## config.mk

```make
export PLATFORM = sky130hd
export DESIGN_NAME = uart_rx_frame_collector
export DESIGN_NICKNAME = d
export VERILOG_FILES = /design/src/rtl/uart_rx_frame_collector.sv
export SDC_FILE = /design/constraint.sdc
export NUM_CORES = 1
export LEC_CHECK = 0
export CORE_ASPECT_RATIO = 0.9
export CORE_MARGIN = 4
export CORE_UTILIZATION = 65
export CTS_CLUSTER_SIZE = 28
export DETAILED_ROUTE_END_ITERATION = 10
export GPL_TIMING_DRIVEN = 0
export PLACE_DENSITY = 0.86
export SLEW_MARGIN = 20
export SYNTH_ARGS = -nofsm -noshare
export SYNTH_HDL_FRONTEND = slang
export SYNTH_SLANG_ARGS = --single-unit
```

## constraint.sdc

```tcl
create_clock -name CLK -period 6.3 [get_ports CLK]
set_clock_uncertainty 0.05 [all_clocks]
set_input_delay 1.26 -clock CLK [delete_from_list [all_inputs] [get_ports CLK]]
set_output_delay 1.26 -clock CLK [all_outputs]
set_load 0.005 [all_outputs]
```

## src/rtl/uart_rx_frame_collector.sv

```systemverilog
// 16x-oversampled UART receiver with latched per-frame config and a FWFT character FIFO.
// Each FIFO entry carries the character plus its frame and parity error flags.
module uart_rx_frame_collector #(
    parameter int FifoDepth = 8,
    parameter int DivWidth  = 16
) (
    input  logic                         CLK,
    input  logic                         RSTN,
    input  logic                         rx_i,
    input  logic [DivWidth-1:0]          cfg_div_i,
    input  logic [1:0]                   cfg_bits_i,
    input  logic                         cfg_parity_en_i,
    input  logic                         cfg_parity_odd_i,
    input  logic                         cfg_stop2_i,
    output logic [7:0]                   data_o,
    output logic                         frame_err_o,
    output logic                         parity_err_o,
    output logic                         valid_o,
    input  logic                         ready_i,
    output logic                         overrun_o,
    output logic [$clog2(FifoDepth):0]   level_o
);

    localparam int AW = $clog2(FifoDepth);

    typedef enum logic [2:0] {
        S_IDLE,
        S_START,
        S_DATA,
        S_PARITY,
        S_STOP
    } state_t;

    state_t              r_state;
    logic                r_rx_meta;
    logic                r_rx_sync;
    logic                r_rx_prev;
    logic [DivWidth-1:0] r_div_cnt;
    logic [DivWidth-1:0] r_div_m1;
    logic [3:0]          r_tick_cnt;
    logic [2:0]          r_bit_idx;
    logic [7:0]          r_shift;
    logic [1:0]          r_bits_l;
    logic                r_par_en_l;
    logic                r_par_odd_l;
    logic                r_stop2_l;
    logic                r_stop_second;
    logic                r_frame_err;
    logic                r_parity_err;
    logic                r_push;
    logic [9:0]          r_push_entry;

    logic [9:0]          r_mem [FifoDepth];
    logic [AW-1:0]       r_wr_ptr;
    logic [AW-1:0]       r_rd_ptr;
    logic [AW:0]         r_level;

    logic [DivWidth-1:0] w_div_m1;
    logic                w_tick;
    logic                w_start;
    logic                w_mid_start;
    logic                w_mid_bit;
    logic                w_pop;
    logic                w_full;
    logic                w_wr;
    logic [9:0]          w_head;

    always_ff @(posedge CLK or negedge RSTN) begin
        if (!RSTN) begin
            r_rx_meta <= 1'b1;
            r_rx_sync <= 1'b1;
            r_rx_prev <= 1'b1;
        end else begin
            r_rx_meta <= rx_i;
            r_rx_sync <= r_rx_meta;
            r_rx_prev <= r_rx_sync;
        end
    end

    assign w_div_m1    = (cfg_div_i == '0) ? '0 : cfg_div_i - DivWidth'(1);
    assign w_tick      = (r_state != S_IDLE) && (r_div_cnt == '0);
    // A falling edge is required, so a line stuck low after a break cannot re-arm.
    assign w_start     = (r_state == S_IDLE) && !r_push && r_rx_prev && !r_rx_sync;
    assign w_mid_start = w_tick && (r_tick_cnt == 4'd7);
    assign w_mid_bit   = w_tick && (r_tick_cnt == 4'd15);

    always_ff @(posedge CLK or negedge RSTN) begin
        if (!RSTN) begin
            r_state       <= S_IDLE;
            r_div_cnt     <= '0;
            r_div_m1      <= '0;
            r_tick_cnt    <= '0;
            r_bit_idx     <= '0;
            r_shift       <= '0;
            r_bits_l      <= '0;
            r_par_en_l    <= 1'b0;
            r_par_odd_l   <= 1'b0;
            r_stop2_l     <= 1'b0;
            r_stop_second <= 1'b0;
            r_frame_err   <= 1'b0;
            r_parity_err  <= 1'b0;
            r_push        <= 1'b0;
            r_push_entry  <= '0;
        end else begin
            r_push <= 1'b0;
            if (w_start) begin
                r_div_cnt <= w_div_m1;
            end else if (r_state != S_IDLE) begin
                r_div_cnt <= (r_div_cnt == '0) ? r_div_m1 : r_div_cnt - DivWidth'(1);
            end
            if (w_tick) begin
                r_tick_cnt <= r_tick_cnt + 4'd1;
            end
            case (r_state)
                S_IDLE: begin
                    if (w_start) begin
                        r_state       <= S_START;
                        r_tick_cnt    <= '0;
                        r_bit_idx     <= '0;
                        r_shift       <= '0;
                        r_frame_err   <= 1'b0;
                        r_parity_err  <= 1'b0;
                        r_stop_second <= 1'b0;
                        r_div_m1      <= w_div_m1;
                        r_bits_l      <= cfg_bits_i;
                        r_par_en_l    <= cfg_parity_en_i;
                        r_par_odd_l   <= cfg_parity_odd_i;
                        r_stop2_l     <= cfg_stop2_i;
                    end
                end
                S_START: begin
                    if (w_mid_start) begin
                        r_tick_cnt <= '0;
                        r_state    <= r_rx_sync ? S_IDLE : S_DATA;
                    end
                end
                S_DATA: begin
                    if (w_mid_bit) begin
                        r_shift[r_bit_idx] <= r_rx_sync;
                        r_bit_idx          <= r_bit_idx + 3'd1;
                        if (r_bit_idx == {1'b1, r_bits_l}) begin
                            r_state <= r_par_en_l ? S_PARITY : S_STOP;
                        end
                    end
                end
                S_PARITY: begin
                    if (w_mid_bit) begin
                        r_parity_err <= ((^r_shift) ^ r_rx_sync) != r_par_odd_l;
                        r_state      <= S_STOP;
                    end
                end
                S_STOP: begin
                    if (w_mid_bit) begin
                        if (r_stop2_l && !r_stop_second) begin
                            r_stop_second <= 1'b1;
                            r_frame_err   <= r_frame_err | !r_rx_sync;
                        end else begin
                            r_state      <= S_IDLE;
                            r_push       <= 1'b1;
                            r_push_entry <= {r_parity_err, r_frame_err | !r_rx_sync, r_shift};
                        end
                    end
                end
                default: r_state <= S_IDLE;
            endcase
        end
    end

    assign w_pop  = (r_level != '0) && ready_i;
    assign w_full = (r_level == (AW+1)'(FifoDepth));
    // A pop in the same cycle frees the slot, so a push on a full FIFO still lands.
    assign w_wr   = r_push && (!w_full || w_pop);

    always_ff @(posedge CLK or negedge RSTN) begin
        if (!RSTN) begin
            r_wr_ptr <= '0;
            r_rd_ptr <= '0;
            r_level  <= '0;
        end else begin
            if (w_wr) begin
                r_wr_ptr <= r_wr_ptr + AW'(1);
            end
            if (w_pop) begin
                r_rd_ptr <= r_rd_ptr + AW'(1);
            end
            if (w_wr && !w_pop) begin
                r_level <= r_level + (AW+1)'(1);
            end else if (!w_wr && w_pop) begin
                r_level <= r_level - (AW+1)'(1);
            end
        end
    end

    always_ff @(posedge CLK) begin
        if (w_wr) begin
            r_mem[r_wr_ptr] <= r_push_entry;
        end
    end

    assign w_head       = r_mem[r_rd_ptr];
    assign valid_o      = (r_level != '0);
    assign data_o       = valid_o ? w_head[7:0] : 8'h00;
    assign frame_err_o  = valid_o & w_head[8];
    assign parity_err_o = valid_o & w_head[9];
    assign overrun_o    = r_push && w_full && !w_pop;
    assign level_o      = r_level;

endmodule

```

==> qor.yml <==
status: "completed"
yosysTopAreaCellShare_pct: 31.4
fin_cells: 842
dominantRegCellSynth: "edfxtp_1"
postCtsSetupRepairBufs: 0
worstPathCellList: "buf_1 -> mux4_2 -> mux2i_1 -> nor2_1 -> clkdlybuf4s50_1"
globalRouteMet1Util_pct: 36.7
diodes: 0
power_frac_clock_pct: 35.3
area_delta_synth_final_pct: 15.6
path_clk_slew_ns: 0.06
synth_fp_nets: 650
first_pass_iters: 5
routabilityCongestion: 0.905
cp_top_family: "buffers and inverters"
wire_per_inst_um: 21.2
synth_cells: 613
grt_busiest_layer: "met2"
nNetsFinal: 710
drt_wl_total_um: 17800
p_int_w: 0.00199
grt_use_met3_pct: 7.96
ctsHoldBuffers: 0
tightest_slew_ns: 1.18
period_minus_slack_ns: 4.19
antenna_left: 0
clockBufferDepth: 2
power_switching_w: 0.000789
cap_violations: 0
worst-path-buf-inv: 2
grt_pass1_wl_um: 28900
combPwrFrac_pct: 16.0
htreeDepth: 4
viasPerCell: 6.32
drive_gt1_share_pct: 13.0
vdd_drop_max_uv: 236
die_x_um: 122
max_stage_delay_ns: 0.69
sw_frac_of_total_pct: 28.4
placed_cells: 810
overflow: 0
finalCritPeriodShare_pct: 66.5
dp_slack_ns: 2.43
die_h_um: 111
hp-class: "reg2reg"
cts_made_buffers: 17
p_per_area_mw_per_mm2: 314
leakagePower_nw: 3.56
syn-cell-area_mm2: 0.00766
hold_viol_final: 0
grtUsageTotal_pct: 28.2
synth_seq_area_share_pct: 58.2
setup_viol: 0
core_mm2: 0.0115
drt_iter0_drc: 574
synth_warnings: 0
fin_ws_ns: 2.11
ios: 41
syn_area_per_cell_um2: 12.5
cts-root-buf: "clkbuf_16"
cp-end-kind: "output port"
rows: 37
synth.area.top_cells: "edfxtp_1 (31%), dfrtp_1 (26%), mux4_2 (5.9%)"
grt_max_degree: 46
place.port_buffers: 40
clkLatencyLatePin_ns: 0.43
start_kind: "register"
dp_hpwl_um: 12000
p_seq_share_pct: 48.8
met2_usage_pct: 45.8
crit_required_ns: 4.99
fillCellCount: 709
synth_top_area_cell: "edfxtp_1"
cp.arrival_ns: 2.88
grt_pass1_vias: 5476
synth_cell_type_count: 59
critPathSlowestCell: "buf_1"
route.detailed.drc: 0
antenna_found_initial: 0
ys_ff_latch: 162
cts_tree: "done"
timing.slew.headroom_pct: 20.8
rsz0062_at_grt: "no"
design.die.area_mm2: 0.0136
async_flop_share_pct: 50.6
synth_edf_count: 80
cts-resized-gates: 0
clock_sinks: 162
fmax_ghz: 0.239
vias: 5319
fin_setup_tns_ns: 0
slew_violations: 0
path_class: "reg2out"
start_util_pct: 66.7
cp_max_fo: 10
==> area by class of cell <==
cell class / instances / area [um^2] / share of cell area (%)
sequential: 162 / 4460 / 50.3
multi-input combinational: 408 / 3040 / 34.4
clock buffer: 24 / 503 / 5.68
timing repair buffer: 41 / 425 / 4.80
tap: 156 / 195 / 2.20
buffer: 29 / 116 / 1.31
clock inverter: 8 / 65.1 / 0.734
inverter: 14 / 52.6 / 0.593
==> power by group through the flow <==
stage	sequential (W)	clock, W	combinational, W
after detailed placement	0.00137	0	0.000430
after global routing	0.00137	0.00104	0.000498
after global placement	0.00136	0	0.000407
after CTS	0.00135	0.000986	0.000441
after floorplan	0.00134	0	0.000327
final	0.00136	0.000981	0.000444
==> metrics by stage <==
stage	cell area [um^2]	total power [W]	utilization (%)	hold slack, ns
6_report	8860	0.00278	77.2	0.306
2_1_floorplan	7660	0.00166	-	0.295
3_3_place_gp	8260	0.00177	71.9	0.297
5_1_grt	8860	0.00291	77.2	0.308
4_1_cts	8860	0.00278	77.2	0.307
3_5_place_dp	8290	0.00180	72.2	0.299
==> metal layers <==
| layer | routed length (um) | vias up |
|---|---|---|
| li1 | - | 2395 |
| met1 | 7050 | 2630 |
| met2 | 9110 | 247 |
| met3 | 1250 | 47 |
| met4 | 429 | 0 |
| met5 | 0 | - |
==> cells by family after synthesis <==
logic type / after synthesis / share of synthesized area, %
mux: 48 / 9.78
simple gates: 205 / 14.1
xor+xnor: 41 / 4.69
fa+ha+maj: 12 / 2.06
flops: 162 / 58.2
compound gates: 102 / 8.92
buf+inv: 43 / 2.21
==> sequential cells by signal (all words and copies together), names as in the netlist <==
signal and flops:
level_o 4, r_bit_idx 3, r_bits_l 2, r_div_cnt 16, r_div_m1 16, r_frame_err 1
r_mem 80, r_par_en_l 1, r_par_odd_l 1, r_parity_err 1, r_push 1, r_push_entry 10
r_rd_ptr 3, r_rx_meta 1, r_rx_prev 1, r_rx_sync 1, r_shift 8, r_state 3
r_stop2_l 1, r_stop_second 1, r_tick_cnt 4, r_wr_ptr 3
==> worst paths after layout <==
check / from / endpoint / slack, ns / cells past startpoint
min reg2reg: r_rx_meta / r_rx_sync / 0.31 / 0
min: r_rx_meta / r_rx_sync / 0.31 / 0
min in group asynchronous: RSTN / r_bits_l[1] / 0.76 / 1
max reg2reg: r_div_cnt[0] / r_tick_cnt[3] / 3.34 / 9
max in group asynchronous: RSTN / r_rx_prev / 4.80 / 2
max: r_rd_ptr[0] / data_o[1] / 2.11 / 5
==> Yosys cell counts, drive strengths merged, types with 3 or more instances <==
| cell type | count |
|---|---|
| nand3b | 4 |
| clkbuf | 21 |
| edfxtp | 80 |
| nand3 | 13 |
| nand4 | 10 |
| xor2 | 14 |
| mux2 | 15 |
| mux2i | 13 |
| nor2 | 51 |
| nand4b | 5 |
| o21ai | 27 |
| a221o | 5 |
| and2 | 5 |
| o211ai | 13 |
| mux4 | 20 |
| nor3 | 15 |
| xnor2 | 27 |
| ha | 11 |
| or3 | 5 |
| a21oi | 20 |
| a31oi | 5 |
| buf | 8 |
| nand2 | 61 |
| nor4b | 3 |
| nor4 | 9 |
| nor3b | 3 |
| o31ai | 5 |
| nand2b | 10 |
| dfrtp | 79 |
| a211o | 3 |
| o221ai | 3 |
| inv | 14 |
| dfstp | 3 |
| a21o | 12 |
| or3b | 3 |
==> placed cells by master (no fill, tap or decap), types with 17 or more instances in the layout <==
cell type,Yosys,layout
a21oi_1,20,20
clkbuf_1,21,24
clkbuf_16,0,18
clkdlybuf4s50_1,0,39
dfrtp_1,79,79
edfxtp_1,80,80
mux4_2,20,20
nand2_1,60,60
nor2_1,51,51
o21ai_0,17,17
xnor2_1,27,27
Note: power is estimated with default switching activity, not from simulation.
